File: config.mk
export PLATFORM = sky130hd
export DESIGN_NAME = multi_ported_sram_init_ctrl_flat
export DESIGN_NICKNAME = d
export VERILOG_FILES = /design/src/rtl/multi_ported_sram_init_ctrl_if.sv /design/src/rtl/multi_ported_sram_init_ctrl.sv /design/src/flat_wrapper.sv
export SDC_FILE = /design/constraint.sdc
export NUM_CORES = 1
export LEC_CHECK = 0
export CAP_MARGIN = 30
export CORE_MARGIN = 3
export CORE_UTILIZATION = 31
export DETAILED_ROUTE_END_ITERATION = 10
export GPL_ROUTABILITY_DRIVEN = 0
export MAX_ROUTING_LAYER = met4
export PLACE_DENSITY = 0.82
export SLEW_MARGIN = 20
export SYNTH_ARGS = -nofsm -noshare
export SYNTH_HDL_FRONTEND = slang
export SYNTH_SLANG_ARGS = --single-unit
File: constraint.sdc
create_clock -name clk -period 4.3 [get_ports clk]
set_input_delay 0.86 -clock clk [delete_from_list [all_inputs] [get_ports clk]]
set_output_delay 0.86 -clock clk [all_outputs]
set_load 0.03 [all_outputs]
File: src/rtl/multi_ported_sram_init_ctrl_if.sv
// Bus bundle between the SRAM clients, the init controller and the SRAM ports.
// The master drives client requests; the slave (the controller) drives the SRAM side.
interface multi_ported_sram_init_ctrl_if #(
    parameter int unsigned NUM_W = 1,
    parameter int unsigned NUM_R = 1,
    parameter int unsigned W     = 32,
    parameter int unsigned N     = 8
);
    localparam int unsigned ADDR_W = (N > 1) ? $clog2(N) : 1;

    logic                      init;
    logic [NUM_R-1:0]          c_ren;
    logic [NUM_R*ADDR_W-1:0]   c_raddr;
    logic [NUM_W-1:0]          c_wen;
    logic [NUM_W*ADDR_W-1:0]   c_waddr;
    logic [NUM_W*W-1:0]        c_wdata;
    logic [NUM_R-1:0]          ren;
    logic [NUM_R*ADDR_W-1:0]   raddr;
    logic [NUM_W-1:0]          wen;
    logic [NUM_W*ADDR_W-1:0]   waddr;
    logic [NUM_W*W-1:0]        wdata;
    logic                      busy_w;
    logic                      done;
    logic                      drop_err;

    modport master (
        output init, c_ren, c_raddr, c_wen, c_waddr, c_wdata,
        input  ren, raddr, wen, waddr, wdata, busy_w, done, drop_err
    );

    modport slave (
        input  init, c_ren, c_raddr, c_wen, c_waddr, c_wdata,
        output ren, raddr, wen, waddr, wdata, busy_w, done, drop_err
    );
endinterface

File: src/rtl/multi_ported_sram_init_ctrl.sv
// SRAM front-end: passes client traffic through when idle, otherwise sweeps every
// word with INIT_VALUE across all write ports, drains, and pulses done.
module multi_ported_sram_init_ctrl #(
    parameter int unsigned    NUM_W         = 1,
    parameter int unsigned    NUM_R         = 1,
    parameter int unsigned    W             = 32,
    parameter int unsigned    N             = 8,
    parameter logic [W-1:0]   INIT_VALUE    = '0,
    parameter bit             INIT_ON_RESET = 1'b1,
    parameter int unsigned    DRAIN_CYC     = 2
) (
    input logic                          clk,
    input logic                          rst_n,
    multi_ported_sram_init_ctrl_if.slave bus
);
    localparam int unsigned ADDR_W = (N > 1) ? $clog2(N) : 1;
    localparam int unsigned B      = (N + NUM_W - 1) / NUM_W;
    localparam int unsigned CNT_W  = $clog2(B + 1);
    localparam int unsigned DRN_W  = $clog2(DRAIN_CYC + 1);
    // Wide enough that beat*NUM_W+p never wraps on the last, partially used beat.
    localparam int unsigned EXT_W  = ADDR_W + $clog2(NUM_W) + 1;

    typedef enum logic [1:0] {StIdle, StStart, StSweep, StDrain} state_e;
    localparam state_e ResetState = INIT_ON_RESET ? StStart : StIdle;

    state_e             state_q, state_d;
    logic [CNT_W-1:0]   beat_q, beat_d;
    logic [DRN_W-1:0]   drain_q, drain_d;
    logic               done_q, done_d;
    logic               drop_err_q, drop_err_d;
    logic               busy;
    logic [EXT_W-1:0]   beat_addr;

    assign busy         = (state_q != StIdle);
    assign bus.busy_w   = busy;
    assign bus.done     = done_q;
    assign bus.drop_err = drop_err_q;

    always_comb begin
        state_d    = state_q;
        beat_d     = beat_q;
        drain_d    = drain_q;
        done_d     = 1'b0;
        drop_err_d = drop_err_q;
        if (busy && ((|bus.c_ren) || (|bus.c_wen))) begin
            drop_err_d = 1'b1;
        end
        case (state_q)
            StIdle: begin
                if (bus.init) begin
                    state_d    = StStart;
                    drop_err_d = 1'b0;
                end
            end
            StStart: begin
                beat_d  = '0;
                state_d = StSweep;
            end
            StSweep: begin
                beat_d = beat_q + 1'b1;
                if (beat_q == CNT_W'(B - 1)) begin
                    state_d = StDrain;
                    drain_d = '0;
                end
            end
            StDrain: begin
                drain_d = drain_q + 1'b1;
                if (drain_q == DRN_W'(DRAIN_CYC - 1)) begin
                    state_d = StIdle;
                    done_d  = 1'b1;
                end
            end
            default: state_d = ResetState;
        endcase
    end

    always_comb begin
        bus.ren   = '0;
        bus.raddr = '0;
        bus.wen   = '0;
        bus.waddr = '0;
        bus.wdata = '0;
        beat_addr = '0;
        case (state_q)
            StIdle: begin
                bus.ren   = bus.c_ren;
                bus.raddr = bus.c_raddr;
                bus.wen   = bus.c_wen;
                bus.waddr = bus.c_waddr;
                bus.wdata = bus.c_wdata;
            end
            StSweep: begin
                bus.wdata = {NUM_W{INIT_VALUE}};
                for (int p = 0; p < NUM_W; p++) begin
                    beat_addr = EXT_W'(beat_q) * EXT_W'(NUM_W) + EXT_W'(p);
                    if (beat_addr < EXT_W'(N)) begin
                        bus.wen[p]                    = 1'b1;
                        bus.waddr[p*ADDR_W +: ADDR_W] = beat_addr[ADDR_W-1:0];
                    end
                end
            end
            default: ;
        endcase
        // Enables must be quiet during reset even when the reset state passes through.
        if (!rst_n) begin
            bus.ren = '0;
            bus.wen = '0;
        end
    end

    always_ff @(posedge clk or negedge rst_n) begin
        if (!rst_n) begin
            state_q    <= ResetState;
            beat_q     <= '0;
            drain_q    <= '0;
            done_q     <= 1'b0;
            drop_err_q <= 1'b0;
        end else begin
            state_q    <= state_d;
            beat_q     <= beat_d;
            drain_q    <= drain_d;
            done_q     <= done_d;
            drop_err_q <= drop_err_d;
        end
    end
endmodule

File: src/flat_wrapper.sv
// flat-port wrapper written by rule: the top's interface ports become plain ports
module multi_ported_sram_init_ctrl_flat 
#(
    parameter int unsigned    NUM_W         = 1,
    parameter int unsigned    NUM_R         = 1,
    parameter int unsigned    W             = 32,
    parameter int unsigned    N             = 8,
    parameter logic [W-1:0]   INIT_VALUE    = '0,
    parameter bit             INIT_ON_RESET = 1'b1,
    parameter int unsigned    DRAIN_CYC     = 2
)
  (clk, rst_n, bus_init, bus_c_ren, bus_c_raddr, bus_c_wen, bus_c_waddr, bus_c_wdata, bus_ren, bus_raddr, bus_wen, bus_waddr, bus_wdata, bus_busy_w, bus_done, bus_drop_err);
  multi_ported_sram_init_ctrl_if #(.NUM_W(NUM_W), .NUM_R(NUM_R), .W(W), .N(N)) bus_i ();
  input logic clk;
  input logic rst_n;
  input wire logic [$bits(bus_i.init)-1:0] bus_init;
  input wire logic [$bits(bus_i.c_ren)-1:0] bus_c_ren;
  input wire logic [$bits(bus_i.c_raddr)-1:0] bus_c_raddr;
  input wire logic [$bits(bus_i.c_wen)-1:0] bus_c_wen;
  input wire logic [$bits(bus_i.c_waddr)-1:0] bus_c_waddr;
  input wire logic [$bits(bus_i.c_wdata)-1:0] bus_c_wdata;
  output wire logic [$bits(bus_i.ren)-1:0] bus_ren;
  output wire logic [$bits(bus_i.raddr)-1:0] bus_raddr;
  output wire logic [$bits(bus_i.wen)-1:0] bus_wen;
  output wire logic [$bits(bus_i.waddr)-1:0] bus_waddr;
  output wire logic [$bits(bus_i.wdata)-1:0] bus_wdata;
  output wire logic [$bits(bus_i.busy_w)-1:0] bus_busy_w;
  output wire logic [$bits(bus_i.done)-1:0] bus_done;
  output wire logic [$bits(bus_i.drop_err)-1:0] bus_drop_err;
  assign bus_i.init = bus_init;
  assign bus_i.c_ren = bus_c_ren;
  assign bus_i.c_raddr = bus_c_raddr;
  assign bus_i.c_wen = bus_c_wen;
  assign bus_i.c_waddr = bus_c_waddr;
  assign bus_i.c_wdata = bus_c_wdata;
  assign bus_ren = bus_i.ren;
  assign bus_raddr = bus_i.raddr;
  assign bus_wen = bus_i.wen;
  assign bus_waddr = bus_i.waddr;
  assign bus_wdata = bus_i.wdata;
  assign bus_busy_w = bus_i.busy_w;
  assign bus_done = bus_i.done;
  assign bus_drop_err = bus_i.drop_err;
  multi_ported_sram_init_ctrl #(.NUM_W(NUM_W), .NUM_R(NUM_R), .W(W), .N(N), .INIT_VALUE(INIT_VALUE), .INIT_ON_RESET(INIT_ON_RESET), .DRAIN_CYC(DRAIN_CYC)) u_core (.clk(clk), .rst_n(rst_n), .bus(bus_i));
endmodule
==> metrics.txt, run 1 <==
post-synthesis sequential area ratio=29.5%; Netlist cell types=24; worst hold path startpoint=u_core.drain_q[1]; Worst Max-Slew Pin Slew=556 ps; fin crit period=3460 ps; Hold WS=498 ps; Hold EP=u_core.drain_q[1]; kind of end point of the critical path=output port; power share of the clock group=6.5%; count leader, synth=and2_1; class of the worst hold path=flip-flop to flip-flop; hold path cells=1; NetSw=0.000564 W; r2r worst-path depth=4; IO Pins=86; global-route usage over all layers=20.4%; drc violations=0; Critical Path RT=3440 ps; f_max=0.289 GHz; fin crit share=80.4%; Pleak=0.746 nW; worst r2r src=u_core.state_q[0]; Worst Setup Path Type=input pin to output port; Post-DRT Antenna Nets=0; RSZ-0062 raised after global routing=false; Cell Int Power=0.000537 W; Fin Setup TNS=0 ps; post-CTS resize count=0; First-pass DRT Iterations=4; number of diodes=0; clk root buf=clkbuf_4; worst skew pair latency=280 ps; sequential power share=14.1%; CTS tree=yes; post-DP HPWL=2930 um; Post-synth EDFFs=0; Vias/cell=4.81; Synth warnings=0; sw frac=51.2%; worst reg2reg endpoint=u_core.state_q[0]; post-synthesis async set-or-reset flop share=100%; Mapped Area=853 um^2; number of global-route vias before repair=932; status=completed; first-pass GRT wire length=5000 um; Comb pwr share=79.4%; register bit total from synthesis=10; CTS Buf Count=3; die height=58.5 um; Worst-path clk slew=60 ps; Pwr per Cell Area=628 nW/um^2; post-synth top area share=26.4%; H-tree lvl count=1; Starting DRT DRC Count=46; final wirelength=3520 um; slowest CP cell=clkdlybuf4s50_1; Area contributors post-synth=and2_1 26%, dfrtp_1 26%, ha_1 10%; Crit Path Max Fanout=12; Max Slew Vio Count=0; final hold viol count=0; Num Clock Sinks=10; syn nets=156; most used cell, CP=clkdlybuf4s50_1; area leader, netlist=and2_1; share of cells above drive strength 1=3.16%; average cell area after synthesis=8.05 um^2; delay-heaviest family, CP=buffers and inverters; FF-to-FF setup slack=2450 ps; Row Count=18; Clock Tree Buf Depth=2; Max transition margin=62.9%; Hold Buf Count CTS=0; die area=3420 um^2; Setup Fix Bufs, Post-CTS=0; largest net degree at the start of global routing=43; initial antenna violation count=0; Max-Cap Viols=0; Top FF cell, synth=dfrtp_1; Clock Skew=11.0 ps; P&R area growth vs syn=105%; die width=58.5 um; I/O Buffers=85; worst path bufs/invs=2; Starting Density=33.5%; routed len/inst=16.0 um; Post-Synthesis Cells=106; CP Cell Sequence=clkdlybuf4s50_1, a21boi_0, clkdlybuf4s50_1; via count=1059; Core ar.=2540 um^2; Worst VDD drop=0.683 mV; nets=241; CP Depth=3; final setup vio count=0; CP peak stage delay=790 ps; Critical Path AT=2600 ps; CP Launch Type=input pin; grt ovf=0; Synth top cells by count=36 x and2_1, 9 x dfrtp_1, 9 x inv_1
-- power by group through the flow --
| stage | clock (W) | combinational, W | sequential, W |
|---|---|---|---|
| 6_report | 0.0000712 | 0.000874 | 0.000156 |
| 5_1_grt | 0.0000764 | 0.000931 | 0.000161 |
| 4_1_cts | 0.0000722 | 0.000877 | 0.000156 |
| 3_5_place_dp | 0 | 0.000876 | 0.000158 |
| 3_3_place_gp | 0 | 0.000847 | 0.000155 |
| 2_1_floorplan | 0 | 0.000522 | 0.000165 |
-- layout by cell type, fill, tap and decap left out, drive strengths merged, types with 2 or more instances in the layout --
cell / instances
clkdlybuf4s50: 85
and2: 36
inv: 9
dfrtp: 9
ha: 7
a21oi: 4
nor2: 4
nand2: 4
o21ai: 4
clkbuf: 4
nor2b: 3
nand3: 3
mux2i: 3
a31oi: 2
and3: 2
nor3: 2
-- per-layer routing --
metal / GRT usage (%) / wire length, um / vias up / part of all wire, %
met5: - / 0 / - / 0
met4: 6.95 / 46 / 0 / 1.3
met3: 3.29 / 301 / 5 / 8.6
met2: 34.0 / 1690 / 53 / 48
met1: 24.9 / 1480 / 483 / 42
li1: - / - / 518 / -
-- registers in the layout, indices dropped and copies added, names as in the netlist --
register             cells
u_core.beat_q            4
u_core.drain_q           2
u_core.state_q           2
u_core.bus.done          1
u_core.bus.drop_err      1
-- cells by family after synthesis --
logic type,Yosys count,synth area share [%]
AO/OA/AOI/OAI,17,13.2
buffers and inverters,14,6.16
AND/OR/NAND/NOR,55,37.4
adder cells (fa/ha/maj),7,10.3
multiplexers,3,3.52
flip-flops,10,29.5
-- how the worst max path moves through the flow --
stage / startpoint / end / slack [ps]
2_1_floorplan: u_core.state_q[0] / bus_wen / 1600
3_3_place_gp: rst_n / bus_wen / 850
3_5_place_dp: rst_n / bus_wen / 820
4_1_cts: u_core.state_q[1] / bus_wen / 620
5_1_grt: rst_n / bus_ren / 770
6_report: rst_n / bus_wen / 840
-- through the flow --
stage	power (W)	setup WS, ps	cell area, um^2	instances	util [%]
detailed placement	0.00103	816	1720	216	67.7
floorplan	0.000687	1600	853	106	-
finish	0.00110	843	1750	220	68.8
global placement	0.00100	854	1720	216	67.7
global route	0.00117	773	1750	220	68.8
CTS	0.00111	617	1750	220	68.7
-- worst reg2reg max path: cells and delay by family (launching register included) --
family	cells	cell delay [ps]
AOI/OAI and AO/OA	1	520
adders and majority gates	1	390
buffers and inverters	1	90
DFF	1	530
muxes	1	250
-- cell type report --
cell class / count / area [um^2]
Timing Repair Buffer: 85 / 851
Fill cell: 209 / 793
Multi-Input combinational cell: 82 / 552
Inverter: 9 / 33.8
Tap cell: 30 / 37.5
Clock buffer: 4 / 26.3
Sequential cell: 10 / 251
Power figures use the tool's default switching activity.
==> inputs of run 2 (changes only) <==
CORE_UTILIZATION = 29   (was 31)
PLACE_DENSITY = 0.77   (was 0.82)
clock period = 3.6 ns   (was 4.3 ns; I/O delays follow)
==> run 2 against run 1 <==
Critical endpoint is now bus_wdata[23]. Critical path depth rose by 2. Core utilization fell by 5.4 points. Die area rose by 6.2%.
==> metrics.txt, run 2 (synthesis gave the netlist of run 1 again) <==
status=completed; Starting Density=30.7%; P&R area growth vs syn=107%; Max Slew Vio Count=0; Critical Path AT=2560 ps; Clock Skew=2.26 ps; share of cells above drive strength 1=3.65%; kind of end point of the critical path=output port; Max transition margin=55.0%; Vias/cell=4.64; Critical Path RT=2880 ps; Starting DRT DRC Count=44; CP Cell Sequence=inv_1, ha_1, buf_4, and2_1, clkdlybuf4s50_1; Hold EP=u_core.drain_q[1]; Final Non-Filler Cells=223; dpl ws=601 ps; Seq. cell area=251 um^2; final setup vio count=0; worst skew pair latency=260 ps; Row Count=19; fin crit period=3280 ps; First-pass DRT Iterations=4; Pleak=0.758 nW; final wirelength=3370 um; Hold Buf Count CTS=0; worst path bufs/invs=3; initial antenna violation count=0; area occupied by multi-input gates=549 um^2; final hold viol count=0; CTS Buf Count=3; most frequent cells in the layout=85 x clkdlybuf4s50_1, 36 x and2_1, 9 x inv_1, 9 x dfrtp_1, 7 x ha_1; H-tree lvl count=1; Post-DRT Antenna Nets=0; Num Clock Sinks=10; die area=3630 um^2; RSZ-0062 raised after global routing=false; FF-to-FF setup slack=1640 ps; drc violations=0; Cells after DPL=219; worst r2r src=u_core.state_q[0]; CP Launch Type=flip-flop; Worst Setup Path Type=flip-flop to output port; Final WS setup=320 ps; hold path cells=1; Largest Register=u_core.beat_q; die height=60.2 um; die width=60.2 um; Crit Path Max Fanout=24; number of global-route vias before repair=986; Pwr per Cell Area=742 nW/um^2; delay-heaviest family, CP=buffers and inverters; I/O Buffers=85; post-CTS resize count=0; Fillers=265; f_max=0.305 GHz; largest net degree at the start of global routing=25; global-route usage over all layers=18.4%; routed len/inst=15.1 um; Worst-path clk slew=60 ps; Fin Setup TNS=0 ps; CTS tree=yes; Worst VDD drop=0.722 mV; Setup Fix Bufs, Post-CTS=0; fin crit share=91.1%; class of the worst hold path=flip-flop to flip-flop; Worst Max-Slew Pin Slew=674 ps; first-pass GRT wire length=4770 um; nets=243; number of diodes=0; via count=1035; Core ar.=2780 um^2; r2r worst-path depth=4; most common cell after layout, fill and taps aside=clkdlybuf4s50_1; Util after Layout=63.5%; Hold WS=497 ps; biggest regs=u_core.beat_q: 4 flops, u_core.drain_q: 2 flops, u_core.state_q: 2 flops; Max-Cap Viols=0; clk root buf=clkbuf_4; max reg flops=4; grt ovf=0; IO Pins=86; slowest CP cell=clkdlybuf4s50_1; worst reg2reg endpoint=u_core.state_q[1]; post-DP HPWL=2910 um; worst hold path startpoint=u_core.drain_q[1]; Clock Tree Buf Depth=2; CP peak stage delay=700 ps
==> run 2: worst reg2reg max path, stage by stage, from the launching register on <==
cell      delay [ps]
dfstp_2          530
inv_1             90
ha_1             450
a222oi_1         540
mux2i_1          260
==> run 2: cell type report <==
| class | count | area share (%) |
|---|---|---|
| timing repair buffer | 87 | 49.0 |
| multi-input combinational | 82 | 31.1 |
| sequential | 10 | 14.2 |
| tap | 31 | 2.20 |
| inverter | 9 | 1.91 |
| clock buffer | 4 | 1.49 |
==> run 2: how the worst max path moves through the flow <==
stage | slack, ps | end | startpoint | cells after the start
floorplan | 1040 | bus_wen | u_core.state_q[0] | 5
global placement | 640 | bus_ren | rst_n | 4
detailed placement | 600 | bus_wdata[23] | u_core.state_q[1] | 5
CTS | 310 | bus_wdata[23] | u_core.state_q[1] | 5
global route | 110 | bus_wen | u_core.state_q[1] | 5
finish | 320 | bus_wdata[23] | u_core.state_q[1] | 5
==> run 2: through the flow <==
step / area [um^2] / total power (W)
floorplan: 853 / 0.000821
global placement: 1740 / 0.00121
detailed placement: 1740 / 0.00124
CTS: 1770 / 0.00132
global route: 1770 / 0.00140
finish: 1770 / 0.00131
==> run 2: per-layer routing <==
metal | vias up | part of all wire (%) | track usage (%)
met5 | - | 0 | -
li1 | 523 | - | -
met4 | 0 | 2.4 | 6.01
met1 | 449 | 42 | 22.2
met3 | 8 | 11 | 5.62
met2 | 55 | 45 | 28.9
==> run 2: power breakdown <==
group / switching, W / total, W / leakage (nW) / internal, W
registers: 0.0000296 / 0.000185 / 0.127 / 0.000155
logic: 0.000598 / 0.00104 / 0.616 / 0.000445
clock network: 0.0000384 / 0.0000813 / 0.0150 / 0.0000429
total: 0.000666 / 0.00131 / 0.758 / 0.000643
